===== src/rtl/uart_frame_pkg.sv =====
// Shared constants, state encoding and byte selection for the UART sample framer.
package uart_frame_pkg;

    localparam int unsigned FRAME_LEN    = 4;
    localparam logic [7:0]  DEFAULT_SYNC = 8'hA5;
    localparam int unsigned BYTE_IDX_W   = $clog2(FRAME_LEN);

    typedef enum logic [2:0] {
        ST_IDLE,
        ST_LOAD,
        ST_START,
        ST_WAIT_HI,
        ST_WAIT_LO
    } framer_state_t;

    // Frame layout: SYNC, HI, LO, CHK (HI ^ LO) of the sign-extended sample.
    function automatic logic [7:0] frame_byte(input logic [15:0]           x,
                                              input logic [7:0]            sync,
                                              input logic [BYTE_IDX_W-1:0] idx);
        logic [7:0] b;
        case (idx)
            2'd0:    b = sync;
            2'd1:    b = x[15:8];
            2'd2:    b = x[7:0];
            default: b = x[15:8] ^ x[7:0];
        endcase
        return b;
    endfunction

endpackage


===== src/rtl/uart_sample_framer_sync_fifo.sv =====
// Single-clock FIFO with occupancy output; pushes when full and pops when empty are ignored.
module sync_fifo #(
    parameter int unsigned WIDTH = 16,
    parameter int unsigned DEPTH = 16
) (
    input  logic                    clk_i,
    input  logic                    rst_i,
    input  logic                    push_i,
    input  logic                    pop_i,
    input  logic [WIDTH-1:0]        wr_data_i,
    output logic [WIDTH-1:0]        rd_data_o,
    output logic [$clog2(DEPTH):0]  level_o
);

    localparam int unsigned AW = $clog2(DEPTH);

    logic [WIDTH-1:0] mem_q [DEPTH];
    logic [AW-1:0]    wr_ptr_q, wr_ptr_d;
    logic [AW-1:0]    rd_ptr_q, rd_ptr_d;
    logic [AW:0]      level_q, level_d;
    logic             do_push, do_pop;

    assign do_push = push_i && (level_q != (AW+1)'(DEPTH));
    assign do_pop  = pop_i && (level_q != '0);

    // Power-of-two depth lets the pointers wrap by natural overflow.
    always_comb begin
        wr_ptr_d = wr_ptr_q;
        rd_ptr_d = rd_ptr_q;
        level_d  = level_q;
        if (do_push) wr_ptr_d = wr_ptr_q + AW'(1);
        if (do_pop)  rd_ptr_d = rd_ptr_q + AW'(1);
        case ({do_push, do_pop})
            2'b10:   level_d = level_q + (AW+1)'(1);
            2'b01:   level_d = level_q - (AW+1)'(1);
            default: level_d = level_q;
        endcase
    end

    always_ff @(posedge clk_i or posedge rst_i) begin
        if (rst_i) begin
            wr_ptr_q <= '0;
            rd_ptr_q <= '0;
            level_q  <= '0;
        end else begin
            wr_ptr_q <= wr_ptr_d;
            rd_ptr_q <= rd_ptr_d;
            level_q  <= level_d;
        end
    end

    always_ff @(posedge clk_i) begin
        if (do_push) mem_q[wr_ptr_q] <= wr_data_i;
    end

    assign rd_data_o = mem_q[rd_ptr_q];
    assign level_o   = level_q;

endmodule


===== src/rtl/uart_sample_framer.sv =====
// Buffers filtered samples and serialises each into a SYNC/HI/LO/CHK frame
// for the byte-level UART transmitter, one byte per tx_start/tx_busy handshake.
module uart_sample_framer
    import uart_frame_pkg::*;
#(
    parameter int unsigned DATA_W     = 16,
    parameter int unsigned FIFO_DEPTH = 16,
    parameter logic [7:0]  SYNC_BYTE  = DEFAULT_SYNC
) (
    input  logic                          clk,
    input  logic                          reset,
    input  logic                          s_valid,
    input  logic [DATA_W-1:0]             s_data,
    output logic                          s_ready,
    output logic                          tx_start,
    output logic [7:0]                    tx_data,
    input  logic                          tx_busy,
    output logic [$clog2(FIFO_DEPTH):0]   fifo_level,
    output logic                          frame_done
);

    localparam int unsigned LW = $clog2(FIFO_DEPTH) + 1;

    framer_state_t           state_q, state_d;
    logic [BYTE_IDX_W-1:0]   idx_q, idx_d;
    logic [15:0]             frame_q, frame_d;
    logic [7:0]              tx_data_q, tx_data_d;
    logic                    tx_start_q, tx_start_d;
    logic                    frame_done_q, frame_done_d;
    logic                    rdy_en_q;
    logic [DATA_W-1:0]       fifo_rd;
    logic [LW-1:0]           level;
    logic                    push, pop;

    // rdy_en_q holds s_ready low for the first cycle after reset release.
    assign s_ready = rdy_en_q && (level != LW'(FIFO_DEPTH));
    assign push    = s_valid && s_ready;

    sync_fifo #(
        .WIDTH (DATA_W),
        .DEPTH (FIFO_DEPTH)
    ) u_fifo (
        .clk_i     (clk),
        .rst_i     (reset),
        .push_i    (push),
        .pop_i     (pop),
        .wr_data_i (s_data),
        .rd_data_o (fifo_rd),
        .level_o   (level)
    );

    always_comb begin
        state_d      = state_q;
        idx_d        = idx_q;
        frame_d      = frame_q;
        tx_data_d    = tx_data_q;
        tx_start_d   = 1'b0;
        frame_done_d = 1'b0;
        pop          = 1'b0;
        case (state_q)
            ST_IDLE: begin
                if ((level != '0) && !tx_busy) begin
                    pop     = 1'b1;
                    frame_d = 16'($signed(fifo_rd));
                    idx_d   = '0;
                    state_d = ST_LOAD;
                end
            end
            ST_LOAD: begin
                tx_data_d  = frame_byte(frame_q, SYNC_BYTE, idx_q);
                tx_start_d = 1'b1;
                state_d    = ST_START;
            end
            ST_START: state_d = ST_WAIT_HI;
            ST_WAIT_HI: begin
                if (tx_busy) state_d = ST_WAIT_LO;
            end
            ST_WAIT_LO: begin
                if (!tx_busy) begin
                    if (idx_q == BYTE_IDX_W'(FRAME_LEN - 1)) begin
                        frame_done_d = 1'b1;
                        state_d      = ST_IDLE;
                    end else begin
                        idx_d   = idx_q + BYTE_IDX_W'(1);
                        state_d = ST_LOAD;
                    end
                end
            end
            default: state_d = ST_IDLE;
        endcase
    end

    always_ff @(posedge clk or posedge reset) begin
        if (reset) begin
            state_q      <= ST_IDLE;
            idx_q        <= '0;
            frame_q      <= '0;
            tx_data_q    <= '0;
            tx_start_q   <= 1'b0;
            frame_done_q <= 1'b0;
            rdy_en_q     <= 1'b0;
        end else begin
            state_q      <= state_d;
            idx_q        <= idx_d;
            frame_q      <= frame_d;
            tx_data_q    <= tx_data_d;
            tx_start_q   <= tx_start_d;
            frame_done_q <= frame_done_d;
            rdy_en_q     <= 1'b1;
        end
    end

    assign tx_start   = tx_start_q;
    assign tx_data    = tx_data_q;
    assign frame_done = frame_done_q;
    assign fifo_level = level;

endmodule


===== config.mk =====
export PLATFORM = sky130hd
export DESIGN_NAME = uart_sample_framer
export DESIGN_NICKNAME = d
export VERILOG_FILES = /design/src/rtl/uart_frame_pkg.sv /design/src/rtl/uart_sample_framer_sync_fifo.sv /design/src/rtl/uart_sample_framer.sv
export SDC_FILE = /design/constraint.sdc
export NUM_CORES = 1
export LEC_CHECK = 0
export CAP_MARGIN = 20
export CORE_MARGIN = 2
export CORE_UTILIZATION = 66
export CTS_CLUSTER_DIAMETER = 200
export DETAILED_ROUTE_END_ITERATION = 10
export PLACE_DENSITY_LB_ADDON = 0.2
export SLEW_MARGIN = 10
export SYNTH_ARGS = -nofsm -noshare
export SYNTH_HDL_FRONTEND = slang
export SYNTH_HIERARCHICAL = 1
export SYNTH_SLANG_ARGS = --single-unit

===== constraint.sdc =====
create_clock -name clk -period 8.2 [get_ports clk]
set_input_delay 1.64 -clock clk [delete_from_list [all_inputs] [get_ports clk]]
set_output_delay 1.64 -clock clk [all_outputs]
set_load 0.01 [all_outputs]

# == Word-level counts from Yosys, hierarchy flattened ==
# Memory sizes are Yosys's and may differ from the RTL's. A register that Yosys moved wholly into a read port is not among the register bits.
# Cells that the tools add are included.
# op_classes
n_addsub,5
eq_ne,14
muxes,19
bitwise,1
n_reduce_logical,14
# ops
operator,count
$pmux W8 S3,1
$pmux W3 S5,1
$pmux W5 S2,1
$mux W1,9
$mux W3,3
$add A4 B1 Y4 const B,2
$ne A2 B2 Y1 const B,4
$xor A8 B8 Y8,1
$eq A2 B2 Y1 const B,3
$eq A3 B2 Y1 const B,2
$mux W2,3
$add A5 B1 Y5 const B,1
$logic_and A1 B1 Y1,5
$ne A5 B5 Y1 const B,1
$reduce_bool A5 Y1,1
$sub A5 B1 Y5 const B,1
$eq A2 B1 Y1 const B,2
$pmux W2 S2,1
$reduce_and A4 Y1,1
$reduce_bool A2 Y1,2
$eq A3 B1 Y1 const B,1
$eq A3 B3 Y1 const B,1
$logic_not A3 Y1,1
$reduce_and A3 Y1,1
other kinds (4),4
# word_totals
reg_bits,29
mem_bits_rw,256
out_inout_bits,16
mem_count,1
# mem_list
name,depth,word_bits,rd,rd_ports_with_merged_regs,write_ports,line,text
u_fifo.mem_q,16,16,1,1,1,uart_sample_framer_sync_fifo.sv:17,logic [WIDTH-1:0] mem_q [DEPTH];

# == Logic depth before layout (Yosys ltp) ==
# Gate-level depths: netlist (run 1).
# logic_depth
depth_word,7
mapped_depth,15
ltp_nobuf,13

# == Cells and area by module ==
# The synthesis (run 1) kept the hierarchy.
# modules_own_cells
module,n_inst,cells_each,area_per_inst_um2
sync_fifo,1,553,10622.7
uart_sample_framer,1,142,1557.7

# == Least setup slack after synthesis (run 1) ==
# Ideal clock, no wire load.
# synth_path
path_kind,input to register
from,input port tx_busy
to,"register u_fifo.level_q[4], in the netlist u_fifo/level_o[4]"
setup_ps,130
t_arrival_ps,4251
required_time_ps,8070
path_slack_ps,3819
stages,14
path_cell_list,or3_1 > or3_1 > buf_6 > buf_12 > inv_1 > o21a_4 > ha_1 > inv_1 > fa_1 > nor2b_1 > o21ai_0 > nand3_1 > or3b_1 > xnor2_1
# synth_via
elab_chain_len,7
# synth_lines
item,line,text
"start, declared",uart_sample_framer.sv:17,"input logic tx_busy,"
$logic_not A1 Y1 (*),--,
$logic_and A1 B1 Y1 (*),uart_sample_framer.sv:62,if ((level != '0) && !tx_busy) begin
$mux W1 (*),uart_sample_framer.sv:62,
$mux W1 (*),uart_sample_framer.sv:60,case (state_q)
named net pop,uart_sample_framer.sv:33,"logic push, pop;"
$logic_and A1 B1 Y1 (*),uart_sample_framer_sync_fifo.sv:24,assign do_pop = pop_i && (level_q != '0);
named net u_fifo.do_pop,uart_sample_framer_sync_fifo.sv:21,"logic do_push, do_pop;"
$eq A2 B1 Y1 or $eq A2 B2 Y1 (tied branches),uart_sample_framer_sync_fifo.sv:33,"case ({do_push, do_pop})"
$pmux W5 S2 or $reduce_bool A2 Y1 (tied branches),--,
"end signal, assigned",uart_sample_framer_sync_fifo.sv:48,level_q <= level_d;
"end, declared",uart_sample_framer_sync_fifo.sv:20,"logic [AW:0] level_q, level_d;"
# Mark *: on every way through the listed nets, which the timed path passes. The rest lies on a longest branch.
# A chain may end at the register's enable or synchronous reset.

# == Final worst setup path (run 1) ==
# Ends and elaborated chain as after synthesis.

==> impl_metrics.ini, run 1 <==
[clocking]
cts_buffers = 30
htreeDepth = 1
postCtsResizedCells = 0
post_cts_buffers = 0
clkTransAtPathRegs_ns = 0.06
cts.sinks = 301
cts-root-buf = clkbuf_16
clock_latency_ns = 0.54
cts_buffer_depth = 3
cts_tree = yes
ctsHoldBuffers = 0

[layout]
drive_above_1_share_pct = 16.0
syn2layout_area_growth_pct = 12.7
num_antenna_cells = 0
fin_util_pct = 76.2
fillers = 1007
instances_no_fill = 998
nets = 780

[floorplanning]
dieArea_mm2 = 0.0196
initial_core_util_pct = 67.6
fp.dieH_um = 140
rows = 49
fp.coreArea_mm2 = 0.0180
io-pin-count = 36
die_w_um = 140

[sta]
setup_ws_ns = 3.45
rsz0062_at_grt = false
skew_ns = 0.0128
setup_violations = 0
fin_crit_ns = 4.75
finalSetupTns_ns = 0
tightest_slew_ns = 1.09
slew_headroom_pct = 26.8
holdWs_ns = 0.528
drv_slew = 0
period_share_pct = 57.9
hold_viol = 0
max_freq_ghz = 0.211

[yosys]
synth_top_area_cell = edfxtp_1
synth.avg_cell_area_um2 = 17.5
async_flop_share_pct = 15.0
ys_warn_count = 6
postSynthCellCount = 695
synth_edf_count = 256
ys_top_cells_by_area = edfxtp_1 (63%), dfrtp_1 (9.2%), mux4_2 (5.9%)
ys_seq_area_share_pct = 72.4
ys.flop_type = edfxtp_1
ys_types = 46
synthesis.nets = 729
netlist_area_mm2 = 0.0122
ys_ff_latch = 301
synth_top_area_share_pct = 63.1

[global_routing]
grt_first_pass_wirelength_um = 39600
grt_max_degree = 58
track_usage_pct = 27.2
grt_pass1_vias = 6616
antenna_found_initial = 0
grt_overflow_total = 0

[place]
place_congestion = 0.803
dpl.hpwl_um = 14600
dpl_worst_slack_ns = 2.92
place_inst = 943
io_buffers = 35

[setup_path]
crit_path_end_kind = register
worst_r2r_path_depth = 12
reg2reg_to = u_fifo/level_o[4]
cp.depth = 13
crit_family = simple AND/OR/NAND/NOR gates
r2r_setup_slack_ns = 4.37
start_kind = primary input
crit_end = u_fifo/level_o[4]
critPathMaxFanout = 17
cpPeakStageDelay_ns = 0.68
path_class = in -> reg
path_cells = clkdlybuf4s50_1 -> or3_1 -> or3_1 -> inv_1 -> o21a_4 -> ha_1 -> inv_1 -> fa_1 -> nor2b_1 -> o21ai_0 -> nand3_1 -> or3b_1 -> xnor2_1
arrival_ns = 5.17
startpoint = tx_busy
path_buf_inv = 3
r2r-start = u_fifo/level_o[0]
crit_required_ns = 8.62
slowest_stage = or3_1

[routing]
dr.pass1.iters = 5
post_drt_wl_per_cell_um = 26.1
viasPerCell = 6.65
dr_total_vias = 6639
totalWireLength_um = 26000
drc = 0
drtAntennaViolNets = 0
drt_iter0_drc = 672

[power_and_ir_drop]
power_per_cell_area_mw_per_mm2 = 335
peakVddDrop_mv = 0.293
p_leak_nw = 4.85

[min_path]
hp-start = tx_data[3]
hold_path_class = reg -> reg

[job]
max_cap_violations = 0

[outcome]
status = completed
-- worst min-delay path by stage --
| stage | slack (ns) | depth (start not counted) | to |
|---|---|---|---|
| global placement | 0.51 | 2 | tx_data[2] |
| finish | 0.53 | 2 | tx_data[3] |
| CTS | 0.54 | 2 | tx_data[3] |
| detailed placement | 0.52 | 2 | tx_data[0] |
| global route | 0.56 | 2 | tx_data[0] |
| floorplan | 0.50 | 1 | frame_q[11] |
-- synthesized netlist by cell type, types with 2 or more instances --
| cell | count |
|---|---|
| edfxtp_1 | 256 |
| mux2i_1 | 65 |
| dfrtp_1 | 45 |
| o21ai_0 | 35 |
| a221oi_1 | 32 |
| mux4_2 | 32 |
| nand2_1 | 32 |
| nor2_1 | 22 |
| a22oi_1 | 20 |
| a21oi_1 | 16 |
| inv_1 | 16 |
| buf_2 | 15 |
| ha_1 | 13 |
| clkbuf_1 | 12 |
| mux2_4 | 10 |
| mux2_2 | 7 |
| xnor2_1 | 7 |
| nor3_1 | 6 |
| buf_6 | 5 |
| buf_4 | 4 |
| nand2b_1 | 4 |
| o22ai_1 | 4 |
| and2_1 | 3 |
| nand3_1 | 3 |
| nor2b_1 | 3 |
| or3_1 | 3 |
| xor2_1 | 3 |
| a22o_1 | 2 |
| and3_1 | 2 |
| nor4_1 | 2 |
-- worst min-delay path, delay by kind of cell, from the launching register on --
family	cells	cell delay, ns
simple gates	1	0.05
compound gates	1	0.10
flops	1	0.34
-- placed cells by master (no fill, tap or decap), types with 2 or more instances in the layout --
cell,n
nor3_2,4
o22ai_1,4
nand3_1,3
clkinv_2,5
a22oi_1,20
nor2b_1,2
mux2_4,10
clkbuf_1,10
clkinv_1,6
ha_1,13
dfrtp_1,44
or3_1,3
clkbuf_16,31
a21oi_1,16
clkdlybuf4s50_1,35
nor4_1,2
a221oi_1,32
buf_4,21
bufinv_16,2
mux2i_1,65
inv_1,16
o21ai_0,35
nor3_1,2
nand2_1,32
xnor2_1,7
and2_1,3
nor2_1,22
edfxtp_1,256
mux4_2,32
xor2_1,3
mux2_2,7
nand2b_1,4
and3_1,2
a22o_1,2
-- cell type report --
type                       count  area [µm²]  area share [%]
clock buffer                  41         813            5.92
clock inverter                14         115           0.839
inverter                      16        60.1           0.438
multi-input combinational    340        3100            22.6
sequential                   301        8820            64.2
tap                          229         287            2.09
timing repair buffer          57         536            3.90
-- cell families after synthesis --
group,after synthesis,share of synthesized area [%]
DFF,301,72.4
AOI/OAI and AO/OA,115,6.44
muxes,114,13.1
and+or+nand+nor,86,3.43
buffers and inverters,54,2.38
adders and majority gates,14,1.50
xor gates and xnor gates,10,0.719
other,1,0.0308
-- routing by layer --
metal | up-vias | wire length (µm) | track usage [%] | share of wire, %
li1 | 2850 | - | - | -
met5 | - | 0 | 0 | 0
met2 | 286 | 12900 | 44.0 | 50
met1 | 3457 | 10500 | 38.9 | 40
met4 | 0 | 593 | 7.68 | 2.3
met3 | 46 | 1970 | 4.96 | 7.6
-- through the flow --
step,power (mW),instance area (µm²)
5_1_grt,4.80,13700
4_1_cts,4.61,13700
2_1_floorplan,2.93,12200
3_5_place_dp,3.32,12800
6_report,4.60,13700
3_3_place_gp,3.25,12800
-- state kept, by name, indices dropped and copies added (netlist names) --
register	flops
frame_done	1
frame_q	16
idx_q	2
rdy_en_q	1
state_q	3
tx_data	8
tx_start	1
u_fifo/level_o	5
u_fifo/mem_q	256
u_fifo/rd_ptr_q	4
u_fifo/wr_ptr_q	4
-- where the power goes --
part | internal [mW] | switching [mW] | total [mW] | leakage, nW
registers | 1.83 | 0.204 | 2.04 | 2.84
logic | 0.596 | 0.678 | 1.27 | 1.56
clock network | 0.753 | 0.534 | 1.29 | 0.451
total | 3.18 | 1.42 | 4.60 | 4.85
(Power assumes the default switching activity.)
==> run 2, diff against run 1 <==
--- a/config.mk
+++ b/config.mk
@@ -7,7 +7,7 @@
 export LEC_CHECK = 0
 export CAP_MARGIN = 20
 export CORE_MARGIN = 2
-export CORE_UTILIZATION = 66
+export CORE_UTILIZATION = 61
 export CTS_CLUSTER_DIAMETER = 200
 export DETAILED_ROUTE_END_ITERATION = 10
 export PLACE_DENSITY_LB_ADDON = 0.2
==> constraint.sdc (replaced) <==
create_clock -name clk -period 4.4 [get_ports clk]
set_input_delay 0.88 -clock clk [delete_from_list [all_inputs] [get_ports clk]]
set_output_delay 0.88 -clock clk [all_outputs]
set_load 0.01 [all_outputs]
==> run 2 against run 1 <==
Net effect:
- first-iteration DRC count up 2.5%
- power up 88%
- die area grew 8.0%
- register-to-register slack worse by 3.4 ns
- clock skew increased by 0.0011 ns
- critical path depth unchanged
- sequential power is 85% higher
- combinational power rose by 91%
- utilization down 5.3 points
- hold slack better by 0.0062 ns
- critical endpoint unchanged
==> impl_metrics.ini, run 2 (synthesis results as in run 1) <==
[routing]
post_drt_wl_per_cell_um = 24.5
drt_iter0_drc = 689
totalWireLength_um = 25400
viasPerCell = 6.33
drtAntennaViolNets = 0
highest_layer = met4
wl_met2_um = 12400
drc = 0
wl_met3_um = 2090
dr_total_vias = 6555
dr.pass1.iters = 5
wl_met1_um = 10100

[setup_path]
r2r-start = u_fifo/level_o[0]
reg2reg_to = u_fifo/level_o[4]
critPathMaxFanout = 6
startpoint = tx_busy
crit_end = u_fifo/level_o[4]
crit_required_ns = 4.82
path_class = in -> reg
worst_r2r_path_depth = 13
slowest_stage = clkdlybuf4s50_1
cpPeakStageDelay_ns = 0.49
r2r_setup_slack_ns = 0.99
crit_path_end_kind = register
arrival_ns = 3.96
start_kind = primary input
path_cells = clkdlybuf4s50_1 -> or3_1 -> or3_1 -> inv_1 -> o21a_4 -> ha_1 -> inv_1 -> fa_1 -> nor2b_1 -> o21ai_0 -> nand3_1 -> or3b_1 -> xnor2_1

[global_routing]
track_usage_pct = 24.6
grt_pass1_vias = 6583
grt_first_pass_wirelength_um = 39000
grt_max_degree = 59
grt_overflow_total = 0
antenna_found_initial = 0

[sta]
drv_slew = 0
max_freq_ghz = 0.283
tightest_slew_ns = 1.01
finalSetupTns_ns = 0
period_share_pct = 80.3
holdWs_ns = 0.534
skew_ns = 0.0139
slew_headroom_pct = 32.8
hold_viol = 0
fin_crit_ns = 3.53
rsz0062_at_grt = false
setup_violations = 0

[floorplanning]
fp.coreArea_mm2 = 0.0195
rows = 51
dieArea_mm2 = 0.0211
fp.dieH_um = 145
initial_core_util_pct = 62.4
io-pin-count = 36
die_w_um = 145

[clocking]
clock_latency_ns = 0.54
post_cts_buffers = 0
ctsHoldBuffers = 0
cts.sinks = 301
postCtsResizedCells = 0
cts-root-buf = clkbuf_16
cts_buffer_depth = 3
cts_tree = yes
clkTransAtPathRegs_ns = 0.06
cts_buffers = 30
htreeDepth = 1

[power_and_ir_drop]
power_per_cell_area_mw_per_mm2 = 625
peakVddDrop_mv = 0.437
power_mw = 8.64
p_leak_nw = 4.89

[place]
io_buffers = 35
place_congestion = 0.835
dpl.hpwl_um = 15000

[outcome]
status = completed

[layout]
fin_util_pct = 70.9
syn2layout_area_growth_pct = 13.6
largest_reg_flops = 256
nets = 783
final_cell_mix = edfxtp_1 (256), mux2i_1 (65), dfrtp_1 (44)
num_antenna_cells = 0
final_common_cell = edfxtp_1
max_flop_register = u_fifo/mem_q
drive_above_1_share_pct = 16.9

[job]
max_cap_violations = 0

[min_path]
hold_path_class = reg -> reg
[run 2: changes by cell type in the layout (fill, tap and decap cells not counted)]
| cell | previous run | this run |
|---|---|---|
| buf_4 | 21 | 23 |
| buf_12 | 0 | 1 |
| clkbuf_1 | 10 | 4 |
| bufinv_16 | 2 | 3 |
| clkinv_2 | 5 | 7 |
| inv_8 | 0 | 1 |
[run 2: cell type report]
| type | instances | area (µm²) |
|---|---|---|
| Fill cell | 1229 | 5690 |
| Multi-Input combinational cell | 340 | 3100 |
| Tap cell | 265 | 332 |
| Timing Repair Buffer | 60 | 571 |
| Sequential cell | 301 | 8820 |
| Inverter | 16 | 60.1 |
| Clock buffer | 35 | 791 |
| Clock inverter | 18 | 166 |
[run 2: power breakdown]
| group | internal (mW) | leakage (nW) | total, mW | switching (mW) |
|---|---|---|---|---|
| Sequential | 3.42 | 2.84 | 3.77 | 0.349 |
| Combinational | 1.13 | 1.58 | 2.43 | 1.30 |
| Clock | 1.45 | 0.472 | 2.45 | 0.998 |
| Total | 6.00 | 4.89 | 8.64 | 2.65 |
[run 2: how the worst min path moves through the flow]
stage	start	cells after the start	to	slack, ns
3_5_place_dp	tx_data[1]	2	tx_data[1]	0.52
3_3_place_gp	tx_data[1]	2	tx_data[1]	0.51
5_1_grt	tx_data[1]	2	tx_data[1]	0.55
6_report	tx_data[5]	2	tx_data[5]	0.53
4_1_cts	tx_data[1]	2	tx_data[1]	0.53
2_1_floorplan	frame_q[11]	1	frame_q[11]	0.50
[run 2: critical path: cells and delay by family]
family / cells / cell delay, ns
adder cells (fa/ha/maj): 2 / 0.71
AO/OA/AOI/OAI: 2 / 0.27
AND/OR/NAND/NOR: 5 / 1.28
XOR/XNOR: 1 / 0.13
buffers and inverters: 3 / 0.69
[run 2: metrics by stage]
stage	setup slack, ns	cell area [µm²]	cells
6_report	0.867	13800	1035
5_1_grt	0.721	13800	1035
4_1_cts	0.920	13800	1035
3_5_place_dp	0.354	12900	982
3_3_place_gp	0.428	12900	981
2_1_floorplan	0.779	12200	695
[run 2: per-layer routing]
layer	up-vias	track usage, %
li1	2855	-
met4	0	7.79
met3	63	3.84
met5	-	0
met2	329	39.5
met1	3308	35.4
